**src/rtl/multicycle_comparator.sv**
```systemverilog
// Iterative magnitude comparator: one CHUNK-bit slice per cycle, MSB slice first.
// Define MULTICYCLE_COMPARATOR_EARLY_EXIT_EN to finish on the first differing slice.
module multicycle_comparator #(
  parameter int WIDTH = 32,
  parameter int CHUNK = 8
) (
  input  logic             i_clk,
  input  logic             i_rst_n,
  input  logic             i_valid,
  output logic             o_ready,
  input  logic [WIDTH-1:0] i_a,
  input  logic [WIDTH-1:0] i_b,
  input  logic             i_signed,
  output logic             o_valid,
  input  logic             i_ready,
  output logic             o_lt,
  output logic             o_eq,
  output logic             o_gt
);

  localparam int NCHUNK = WIDTH / CHUNK;
  localparam int IDX_W  = (NCHUNK > 1) ? $clog2(NCHUNK) : 1;
  localparam logic [IDX_W-1:0] LAST_IDX = IDX_W'(NCHUNK - 1);

  typedef enum logic [1:0] {
    IDLE = 2'd0,
    BUSY = 2'd1,
    DONE = 2'd2
  } state_t;

  state_t           state;
  state_t           state_nxt;
  logic [IDX_W-1:0] idx;
  logic             decided;
  logic             lt_flag;
  logic [WIDTH-1:0] a_sh;
  logic [WIDTH-1:0] b_sh;
  logic             sign_q;

  logic             accept;
  logic             flip;
  logic [CHUNK-1:0] ca;
  logic [CHUNK-1:0] cb;
  logic             differ;
  logic             chunk_lt;
  logic             last;
  logic             stop;

  // Flipping the sign bit maps two's-complement order onto unsigned order.
  function automatic logic [CHUNK-1:0] msb_bias(input logic [CHUNK-1:0] c,
                                                input logic flip_en);
    return c ^ (CHUNK'(flip_en) << (CHUNK - 1));
  endfunction

  assign accept = i_valid && (state == IDLE);

  always_comb begin
    flip     = sign_q && (idx == '0);
    ca       = msb_bias(a_sh[WIDTH-1 -: CHUNK], flip);
    cb       = msb_bias(b_sh[WIDTH-1 -: CHUNK], flip);
    differ   = (ca != cb);
    chunk_lt = (ca < cb);
    last     = (idx == LAST_IDX);
`ifdef MULTICYCLE_COMPARATOR_EARLY_EXIT_EN
    stop     = last || (differ && !decided);
`else
    stop     = last;
`endif
  end

  always_comb begin
    state_nxt = state;
    case (state)
      IDLE:    if (i_valid) state_nxt = BUSY;
      BUSY:    if (stop)    state_nxt = DONE;
      DONE:    if (i_ready) state_nxt = IDLE;
      default:              state_nxt = IDLE;
    endcase
  end

  // Control: state, slice index and the sticky decision.
  always_ff @(posedge i_clk or negedge i_rst_n) begin
    if (!i_rst_n) begin
      state   <= IDLE;
      idx     <= '0;
      decided <= 1'b0;
      lt_flag <= 1'b0;
    end else begin
      state <= state_nxt;
      if (accept) begin
        idx     <= '0;
        decided <= 1'b0;
        lt_flag <= 1'b0;
      end else if (state == BUSY) begin
        if (!last) idx <= idx + 1'b1;
        if (!decided && differ) begin
          decided <= 1'b1;
          lt_flag <= chunk_lt;
        end
      end
    end
  end

  // Operand shifters: the slice under test is always the top CHUNK bits.
  always_ff @(posedge i_clk) begin
    if (accept) begin
      a_sh   <= i_a;
      b_sh   <= i_b;
      sign_q <= i_signed;
    end else if (state == BUSY) begin
      a_sh <= a_sh << CHUNK;
      b_sh <= b_sh << CHUNK;
    end
  end

  assign o_ready = (state == IDLE);
  assign o_valid = (state == DONE);
  assign o_lt    = o_valid && decided && lt_flag;
  assign o_gt    = o_valid && decided && !lt_flag;
  assign o_eq    = o_valid && !decided;

endmodule

```
**config.mk**
```make
export PLATFORM = sky130hd
export DESIGN_NAME = multicycle_comparator
export DESIGN_NICKNAME = d
export VERILOG_FILES = /design/src/rtl/multicycle_comparator.sv
export SDC_FILE = /design/constraint.sdc
export NUM_CORES = 1
export LEC_CHECK = 0
export BUFFER_PORTS_ARGS = -buffer_cell sky130_fd_sc_hd__clkbuf_2
export CORE_ASPECT_RATIO = 1.25
export CORE_MARGIN = 2
export CORE_UTILIZATION = 40
export DETAILED_ROUTE_END_ITERATION = 7
export PLACE_DENSITY = 0.72
export SLEW_MARGIN = 20
export SYNTH_ARGS = -nofsm -noshare
export SYNTH_HDL_FRONTEND = slang
export SYNTH_SLANG_ARGS = --single-unit
export TNS_END_PERCENT = 20
```
**constraint.sdc**
```tcl
create_clock -name i_clk -period 2.75 [get_ports i_clk]
set_clock_uncertainty 0.05 [all_clocks]
set_input_delay 0.275 -clock i_clk [delete_from_list [all_inputs] [get_ports i_clk]]
set_output_delay 0.275 -clock i_clk [all_outputs]
set_load 0.03 [all_outputs]
```
After elaboration in Yosys (flattened, before gate mapping):

Cells that the tools add are included.

* logic and storage cells: 52
* output and inout bits: 5
* flip-flop bits (word level): 71
* input bits: 69

* bitwise logic cells: 2
* mux-type cells: 17
* equal/unequal tests: 8
* add/subtract/negate cells: 1
* $lt $le $gt $ge: 1
* reduce and logical (&&, ||, !) cells: 16

Operators with widths (number)
* 32-bit 2-to-1 mux: 4
* 8-bit bitwise XOR: 2
* 2-bit 2-to-1 mux: 6
* 8-bit less-than comparator: 1
* 8-bit inequality test: 1
* 1-bit logical AND: 7
* 1-bit 2-to-1 mux: 6
* 2-bit inequality test, second input constant: 3
* 2-bit one-hot mux with 3 select lines: 1
* 2-bit equality test, second input constant: 2
* 2-bit logical NOT: 2
* 2-bit AND reduction: 2
* 2-bit nonzero test: 2
* 3-bit AND reduction: 1
* 2-bit by 1-bit adder with 2-bit output, second input constant: 1
* 2-bit by 1-bit equality test with 1-bit output, second input constant: 1
* 1-bit logical NOT: 2
* 2-bit by 1-bit inequality test with 1-bit output, second input constant: 1

Logic depth before layout (Yosys ltp):

Gate-level depths: netlist of the first run.

* depth after elaboration: 8
* depth in mapped cells: 6

Least setup slack after synthesis of the first run:

OpenSTA, ideal clock, no wires.

* path kind: register -> register
* start point: register state[1]
* end point: register a_sh[0], enable pin
* period minus slack after synthesis: 2.354 ns
* path buffers: 0
* library setup time: 0.420 ns
* required time: 2.280 ns
* arrival: 1.884 ns
* cell stages (with the launch flop): 3
* setup slack: 0.396 ns
* cells stage by stage: dfrtp_1 o21bai_1 inv_1

* cells in the longest elaborated chain, start to end: 3
* elaborated cells between the ends (all ways): 4
* classes of those cells: eq/ne (1); reduce/logical (3)

Ends and longest elaborated chain
* start: declaration: line 31 `state_t state;`
* start signal: assignment: line 89 `state <= state_nxt;`
* 2-bit logical NOT: line 55 `assign accept = i_valid && (state == IDLE);`
* 1-bit logical AND: line 55
* 2-bit nonzero test (no source line) *
* end signal: assignment: line 107 `a_sh <= i_a;`
* end signal: assignment: line 111 `a_sh <= a_sh << CHUNK;`
* end: declaration: line 36 `logic [WIDTH-1:0] a_sh;`

Mark *: on every way between the ends. The rest lies on a longest branch, timed or not.
A chain may end at the register's enable or synchronous reset.

Final worst setup path of the first run:

* start point: register state[0]
* end point: register b_sh[23], data pin

* cells in the longest elaborated chain, start to end: 3

Ends and longest elaborated chain
* 2-bit logical NOT: line 55
* 1-bit logical AND: line 55
* 32-bit 2-to-1 mux: line 106 `if (accept) begin`
* end signal: assignment: line 108 `b_sh <= i_b;`
* end signal: assignment: line 112 `b_sh <= b_sh << CHUNK;`
* end: declaration: line 37 `logic [WIDTH-1:0] b_sh;`

No other way between the ends.

==> flow_summary.yaml, run 1 <==
cts:
  clk_pin_slew_ns: 0.07
  cts_root_buffer: "clkbuf_8"
  ctsHtreeMaxLevel: 3
  cts_tree: "done"
  numCtsBuffers: 9
  cts.sink_count: 71
  cts_buffer_depth: 2
  worstSkewPairLatency_ns: 0.33
timing:
  setup_violations: 0
  fmax_mhz: 506
  slew_headroom_pct: 66.9
  finalHoldViolCount: 0
  tightestPinTransition_ns: 0.497
  rsz0062_at_grt: "false"
  min_period_over_period_pct: 71.9
  slew_viol_final: 0
  tns_ns: 0
  layout_min_cycle_time_ns: 1.98
  timing.hold.ws_ns: 0.0692
power_and_ir_drop:
  power.density_nw_per_um2: 1120
  vdd_drop_max_uv: 657
  p_leak_uw: 0.00184
placement:
  dpl_cell_area_um2: 3830
  place_congestion: 0.803
  portBuffers: 73
  hpwlAfterDp_um: 3980
synth:
  ys_seq_area_share_pct: 62.6
  synthDistinctLibCells: 31
  async_flop_share_pct: 8.45
  yosys_warnings: 0
  synth_nets: 281
  synthFlopType: "edfxtp_1"
  synth_seq_cells: 71
  synth_cells: 203
  syn_area_um2: 3360
  synth_edf_count: 65
  synth_area_per_cell_um2: 16.5
drt:
  final_antenna_net_count: 0
  post_drt_wl_per_cell_um: 13.7
  routed_wl_um: 5310
  vias_per_cell: 4.90
  drt-initial-drc-count: 55
  vias: 1896
  drc_errors: 0
  first_pass_iters: 4
finish:
  layout_commonest_cell: "clkbuf_2"
  final_cell_mix: "73 x clkbuf_2, 65 x edfxtp_1, 40 x mux2_4"
  final_area_um2: 4080
  drive_gt1_share_pct: 49.3
  layout.nets: 363
  area_growth_pct: 21.4
  diodes: 0
run:
  cap_violations: 0
critical_path:
  rrSetupSlack_ns: 0.77
  crit_fanout: 30
  critical_path_class: "register to register"
  r2r-start: "state[0]"
  startpoint_type: "register"
  end_kind: "register"
  rr_worst_depth: 4
  worst_r2r_endpoint: "b_sh[23]"
  crit_arrival_ns: 2.01
  required_ns: 2.78
global_route:
  overflow: 0
  grt_max_degree: 36
  grt_pass1_wl_um: 8380
  grt_antenna_before_repair: 0
  grt_pass1_vias: 1887
  globalRouteTotalUtil_pct: 12.2
min_path:
  hold_depth: 1
  hold_end: "sign_q"
  min-delay-start: "i_signed"
  hp-class: "primary input to register"
floorplanning:
  die_x_um: 85.9
  initial_core_util_pct: 41.0
  fp-row-count: 37
  die_area_um2: 9150
  coreArea_um2: 8190
  ios: 74
  die_y_um: 106
run_status:
  status: "finished clean"
[area by class of cell]
| type | count | area, um^2 |
|---|---|---|
| inverters | 14 | 52.6 |
| well taps | 97 | 121 |
| flip-flops and latches | 71 | 2100 |
| clock buffers | 9 | 124 |
| repair buffers | 79 | 438 |
| multi-input cells | 110 | 1130 |
| clock inverters | 7 | 111 |
| fillers | 661 | 4120 |
[cells in the mapped netlist, drive strengths merged, types with 3 or more instances]
library cell | count | share of area [%]
dfrtp | 6 | 4.5
nand2 | 3 | 0.34
edfxtp | 65 | 58
nor2 | 4 | 0.52
ha | 9 | 3.4
inv | 14 | 1.6
mux2 | 48 | 21
nor3 | 3 | 0.45
and3 | 16 | 3.0
a21oi | 6 | 0.89
buf | 6 | 2.0
[critical path, cell delays in order (launching register included)]
cell     delay [ns]
dfrtp_1        0.46
nor2_2         0.16
and2_4         0.48
buf_4          0.28
mux2_4         0.31
[how the worst max path moves through the flow]
stage | start | to | slack, ns | cells past startpoint
2_1_floorplan | state[1] | a_sh[0] | 0.40 | 2
3_3_place_gp | state[0] | a_sh[13] | 0.81 | 4
3_5_place_dp | state[0] | b_sh[15] | 0.77 | 4
4_1_cts | state[0] | a_sh[31] | 0.75 | 4
5_1_grt | state[0] | a_sh[31] | 0.68 | 4
6_report | state[0] | b_sh[23] | 0.77 | 4
[cell families after synthesis]
family                   Yosys count  share of synthesized area (%)
adder cells (fa/ha/maj)            9                           3.35
multiplexers                      48                           20.6
buffers and inverters             22                           3.80
AO/OA/AOI/OAI                     16                           3.02
flip-flops                        71                           62.6
XOR/XNOR                           1                          0.261
AND/OR/NAND/NOR                   36                           6.37
[flip-flops by register name, indices dropped and copies added (netlist names)]
signal	count
b_sh	32
sign_q	1
a_sh	32
lt_flag	1
decided	1
state	2
idx	2
[power by group]
group | switching (uW) | internal, uW
logic | 700 | 820
registers | 179 | 1910
clock network | 358 | 596
total | 1240 | 3330
[per-stage QoR]
step	cells	power (uW)	setup slack, ns	utilization (%)
2_1_floorplan	203	3310	0.396	-
3_3_place_gp	370	3580	0.809	46.8
3_5_place_dp	370	3660	0.773	46.8
4_1_cts	387	4620	0.749	49.7
5_1_grt	387	4850	0.683	49.7
6_report	387	4560	0.773	49.7
[layer usage]
metal / routed length, um / vias up / GRT usage (%)
met3: 335 / 6 / 4.35
met5: 0 / - / 0
met1: 2170 / 899 / 13.5
met2: 2730 / 60 / 21.1
met4: 68 / 0 / 4.76
li1: - / 931 / -
[repair_timing]
item	CTS	global route
buffers inserted	0	0
gates resized for setup	0	0
hold buffers	1	0
endpoints found under the hold margin	6	0
(Power assumes the default switching activity.)
==> run 2, diff against run 1 <==
==> constraint.sdc (replaced) <==
create_clock -name i_clk -period 1.9 [get_ports i_clk]
set_clock_uncertainty 0.05 [all_clocks]
set_input_delay 0.19 -clock i_clk [delete_from_list [all_inputs] [get_ports i_clk]]
set_output_delay 0.19 -clock i_clk [all_outputs]
set_load 0.03 [all_outputs]
==> flow_summary.yaml, run 2 (synthesis gave the netlist of run 1 again) <==
global_route:
  grt_antenna_before_repair: 0
  grt_pass1_wl_um: 8490
  grt_max_degree: 50
  grt_pass1_vias: 1921
  overflow: 0
  globalRouteTotalUtil_pct: 12.4
critical_path:
  crit_arrival_ns: 1.50
  critical_path_class: "register to output port"
  crit_fanout: 6
  startpoint_type: "register"
  rrSetupSlack_ns: 0.27
  end_kind: "output port"
  required_ns: 1.66
finish:
  nFillCells: 665
  final_cell_mix: "72 x clkbuf_2, 65 x edfxtp_1, 40 x mux2_4"
  diodes: 0
  area_growth_pct: 23.3
  drive_gt1_share_pct: 50.0
  layout.nets: 365
  instances_no_fill: 389
  largestRegisters: "a_sh: 32 flops, b_sh: 32 flops"
  layout_commonest_cell: "clkbuf_2"
timing:
  slew_viol_final: 0
  min_period_over_period_pct: 91.4
  slew_headroom_pct: 75.8
  finalHoldViolCount: 0
  rsz0062_at_grt: "false"
  tightestPinTransition_ns: 0.360
  layout_min_cycle_time_ns: 1.74
  fmax_mhz: 576
  setup_violations: 0
drt:
  vias_per_cell: 4.88
  post_drt_wl_per_cell_um: 13.6
  vias: 1897
  first_pass_iters: 5
  drt-initial-drc-count: 45
  routed_wl_um: 5310
  final_antenna_net_count: 0
  drc_errors: 0
floorplanning:
  die_area_um2: 9150
  die_x_um: 85.9
  fp-row-count: 37
  coreArea_um2: 8190
  die_y_um: 106
  initial_core_util_pct: 41.0
  ios: 74
cts:
  worstSkewPairLatency_ns: 0.33
  numCtsBuffers: 9
  cts.sink_count: 71
  cts_root_buffer: "clkbuf_8"
  clk_pin_slew_ns: 0.07
  post-cts-setup-buffers: 0
  cts_tree: "done"
  cts_buffer_depth: 2
  ctsHtreeMaxLevel: 3
run:
  cap_violations: 0
power_and_ir_drop:
  intPower_uw: 5000
  vdd_drop_max_uv: 870
  power_uw: 6800
  power.density_nw_per_um2: 1640
  p_comb_share_pct: 33.1
  switching_share_pct: 26.5
  p_leak_uw: 0.00187
  pwr-share-clk_pct: 22.5
  pwr-share-seq_pct: 44.4
  switching_power_uw: 1800
placement:
  portBuffers: 73
  hpwlAfterDp_um: 3980
  placedCellCount: 371
  place_congestion: 0.742
min_path:
  hp-class: "primary input to register"
run_status:
  status: "finished clean"
-- run 2: layout make-up --
class | count | area [um^2] | share of cell area (%)
well taps | 97 | 121 | 2.93
clock buffers | 10 | 128 | 3.08
clock inverters | 6 | 133 | 3.20
inverters | 14 | 56.3 | 1.36
flip-flops and latches | 71 | 2100 | 50.8
multi-input cells | 110 | 1130 | 27.3
repair buffers | 81 | 468 | 11.3
-- run 2: what timing repair did --
item	in CTS	in global routing
setup endpoints to repair	0	1
gates resized for setup	0	1
endpoints found under the hold margin	7	0
hold buffers	2	0
-- run 2: final timing paths --
path | depth (start not counted) | startpoint | to
setup / recovery | 5 | state[0] | o_lt
hold / removal | 2 | i_ready | state[1]
setup reg to reg | 4 | state[1] | a_sh[14]
hold reg to reg | 1 | a_sh[15] | a_sh[23]
max in group asynchronous | 2 | i_rst_n | decided
min in group asynchronous | 2 | i_rst_n | idx[0]
-- run 2: critical path, stage by stage, from the launching register on --
cell,delay (ns)
dfrtp_1,0.40
buf_4,0.16
inv_1,0.08
nand2_1,0.13
nor3_1,0.16
clkbuf_2,0.23
-- run 2: power groups by stage --
stage / Combinational, uW / Sequential (uW) / Clock, uW
finish: 2250 / 3020 / 1530
global route: 2510 / 3100 / 1620
CTS: 2290 / 3030 / 1570
detailed placement: 2280 / 3060 / 0
global placement: 2200 / 3020 / 0
floorplan: 1790 / 2990 / 0
-- run 2: per-stage QoR --
stage                     cell area, um^2  setup TNS (ns)  util, %  worst slack [ns]  hold WS, ns
after floorplan                      3360           -8.31        -            -0.127       -0.156
after CTS                            4140               0     50.5             0.136       0.0135
after global placement               3860               0     47.1             0.319      -0.0245
after detailed placement             3860               0     47.1             0.291      -0.0163
final                                4140               0     50.5             0.164       0.0302
after global routing                 4140               0     50.5           0.00651       0.0330
-- run 2: per-layer routing --
| layer | up-vias | GRT usage (%) | part of all wire [%] |
|---|---|---|---|
| met5 | - | 0 | 0 |
| met4 | 0 | 5.33 | 1.6 |
| met3 | 6 | 5.43 | 7.9 |
| met2 | 61 | 21.4 | 53 |
| met1 | 895 | 12.8 | 37 |
| li1 | 935 | - | - |
==> run 3, diff against run 2 <==
==> constraint.sdc (replaced) <==
create_clock -name i_clk -period 1.9 [get_ports i_clk]
set_clock_uncertainty 0.05 [all_clocks]
set_input_delay 0.285 -clock i_clk [delete_from_list [all_inputs] [get_ports i_clk]]
set_output_delay 0.285 -clock i_clk [all_outputs]
set_load 0.03 [all_outputs]
==> flow_summary.yaml, run 3 (synthesis gave the netlist of run 1 again) <==
critical_path:
  required_ns: 1.56
  critPathMaxStageDelay_ns: 0.39
  path_cells: "buf_4 -> inv_1 -> nand2_1 -> nor3_1 -> buf_2"
  critical_path_class: "register to output port"
  startpoint_type: "register"
  cp.depth: 5
  crit_arrival_ns: 1.49
  path_delay_family: "buffers and inverters"
  end_kind: "output port"
  crit_fanout: 6
  cp_num_buf_inv: 3
  rr_worst_depth: 4
  crit_path_top_delay_cell: "dfrtp_1"
finish:
  area_growth_pct: 22.0
  diodes: 0
  final_cell_mix: "72 x clkbuf_2, 65 x edfxtp_1, 40 x mux2_4"
  drive_gt1_share_pct: 50.3
  largestRegisters: "a_sh: 32 flops, b_sh: 32 flops"
  nFillCells: 668
  layout_commonest_cell: "clkbuf_2"
  layout.nets: 366
  utilization_pct: 50.0
power_and_ir_drop:
  p_leak_uw: 0.00185
  power_uw: 6570
  vdd_drop_max_uv: 848
  power.density_nw_per_um2: 1600
global_route:
  grt_pass1_vias: 1937
  grt_antenna_before_repair: 0
  grt_pass1_wl_um: 8670
  grt_max_degree: 47
  globalRouteTotalUtil_pct: 12.7
  overflow: 0
placement:
  hpwlAfterDp_um: 3960
  place_congestion: 0.755
  portBuffers: 73
min_path:
  hold_depth: 1
  hp-class: "primary input to register"
run_status:
  status: "finished clean"
cts:
  cts_root_buffer: "clkbuf_8"
  post-cts-setup-buffers: 0
  clk_pin_slew_ns: 0.07
  cts_buffer_depth: 2
  cts_tree: "done"
  numCtsBuffers: 9
  cts.sink_count: 71
  worstSkewPairLatency_ns: 0.34
  ctsHtreeMaxLevel: 3
drt:
  final_antenna_net_count: 0
  drt-initial-drc-count: 67
  vias: 1902
  vias_per_cell: 4.89
  post_drt_wl_per_cell_um: 14.1
  routed_wl_um: 5470
  drc_errors: 0
  first_pass_iters: 4
floorplanning:
  ios: 74
  die_x_um: 85.9
  initial_core_util_pct: 41.0
  coreArea_um2: 8190
  die_area_um2: 9150
  fp-row-count: 37
  die_y_um: 106
timing:
  setup_violations: 0
  slew_headroom_pct: 77.0
  fmax_mhz: 549
  min_period_over_period_pct: 96.0
  rsz0062_at_grt: "false"
  finalHoldViolCount: 0
  slew_viol_final: 0
  layout_min_cycle_time_ns: 1.82
  tightestPinTransition_ns: 0.343
run:
  cap_violations: 0
==> run 3: changes by cell type in the layout (fill, tap and decap cells not counted) <==
| cell | previous run | this run |
|---|---|---|
| buf_4 | 3 | 5 |
| bufinv_16 | 4 | 2 |
| clkinv_2 | 1 | 0 |
| clkinv_4 | 0 | 1 |
| clkinvlp_4 | 2 | 3 |
| dlygate4sd3_1 | 2 | 1 |
==> run 3: metrics by stage <==
| step | area [um^2] | TNS [ns] | hold WS [ns] | setup WS (ns) | instances |
|---|---|---|---|---|---|
| 6_report | 4100 | 0 | 0.0795 | 0.0769 | 389 |
| 5_1_grt | 4100 | 0 | 0.0667 | 0.00101 | 389 |
| 4_1_cts | 4100 | 0 | 0.0677 | 0.0522 | 389 |
| 3_5_place_dp | 3870 | 0 | 0.0765 | 0.261 | 373 |
| 3_3_place_gp | 3870 | 0 | 0.0714 | 0.308 | 373 |
| 2_1_floorplan | 3360 | -8.31 | -0.0606 | -0.127 | 203 |
==> run 3: layout make-up <==
cell class,count,area (um^2),area share (%)
timing repair buffer,82,473,11.5
sequential,71,2100,51.3
inverter,14,56.3,1.37
clock inverter,5,83.8,2.05
clock buffer,10,128,3.12
tap,97,121,2.96
multi-input combinational,110,1130,27.6
==> run 3: final timing paths <==
path / slack, ns / from / endpoint
max in group asynchronous: 1.37 / i_rst_n / state[0]
min: 0.08 / i_signed / sign_q
min reg2reg: 0.50 / b_sh[10] / b_sh[18]
min in group asynchronous: 0.27 / i_rst_n / idx[0]
max: 0.08 / state[0] / o_gt
max reg2reg: 0.27 / state[0] / a_sh[31]
==> run 3: timing repair <==
action,4_1_cts,5_1_grt
endpoints found under the setup margin,0,1
hold endpoints to repair,6,0
resized for setup,0,1
hold buffers,1,0
==> run 3: per-layer routing <==
layer | up-vias | global-route usage (%) | share of wire (%)
met3 | 10 | 4.19 | 6.8
met4 | 0 | 7.26 | 2.7
met2 | 59 | 21.1 | 51
li1 | 938 | - | -
met1 | 895 | 14.2 | 40
met5 | - | 0 | 0
==> run 3: worst reg2reg max path: stages, from the launching register on <==
cell	delay (ns)
dfrtp_1	0.39
nor2_2	0.15
and2_4	0.19
buf_12	0.25
mux2_2	0.37
==> run 3: power breakdown <==
part           switching [uW]  internal (uW)
clock                     538            734
combinational            1050           1240
sequential                241           2770
total                    1830           4740
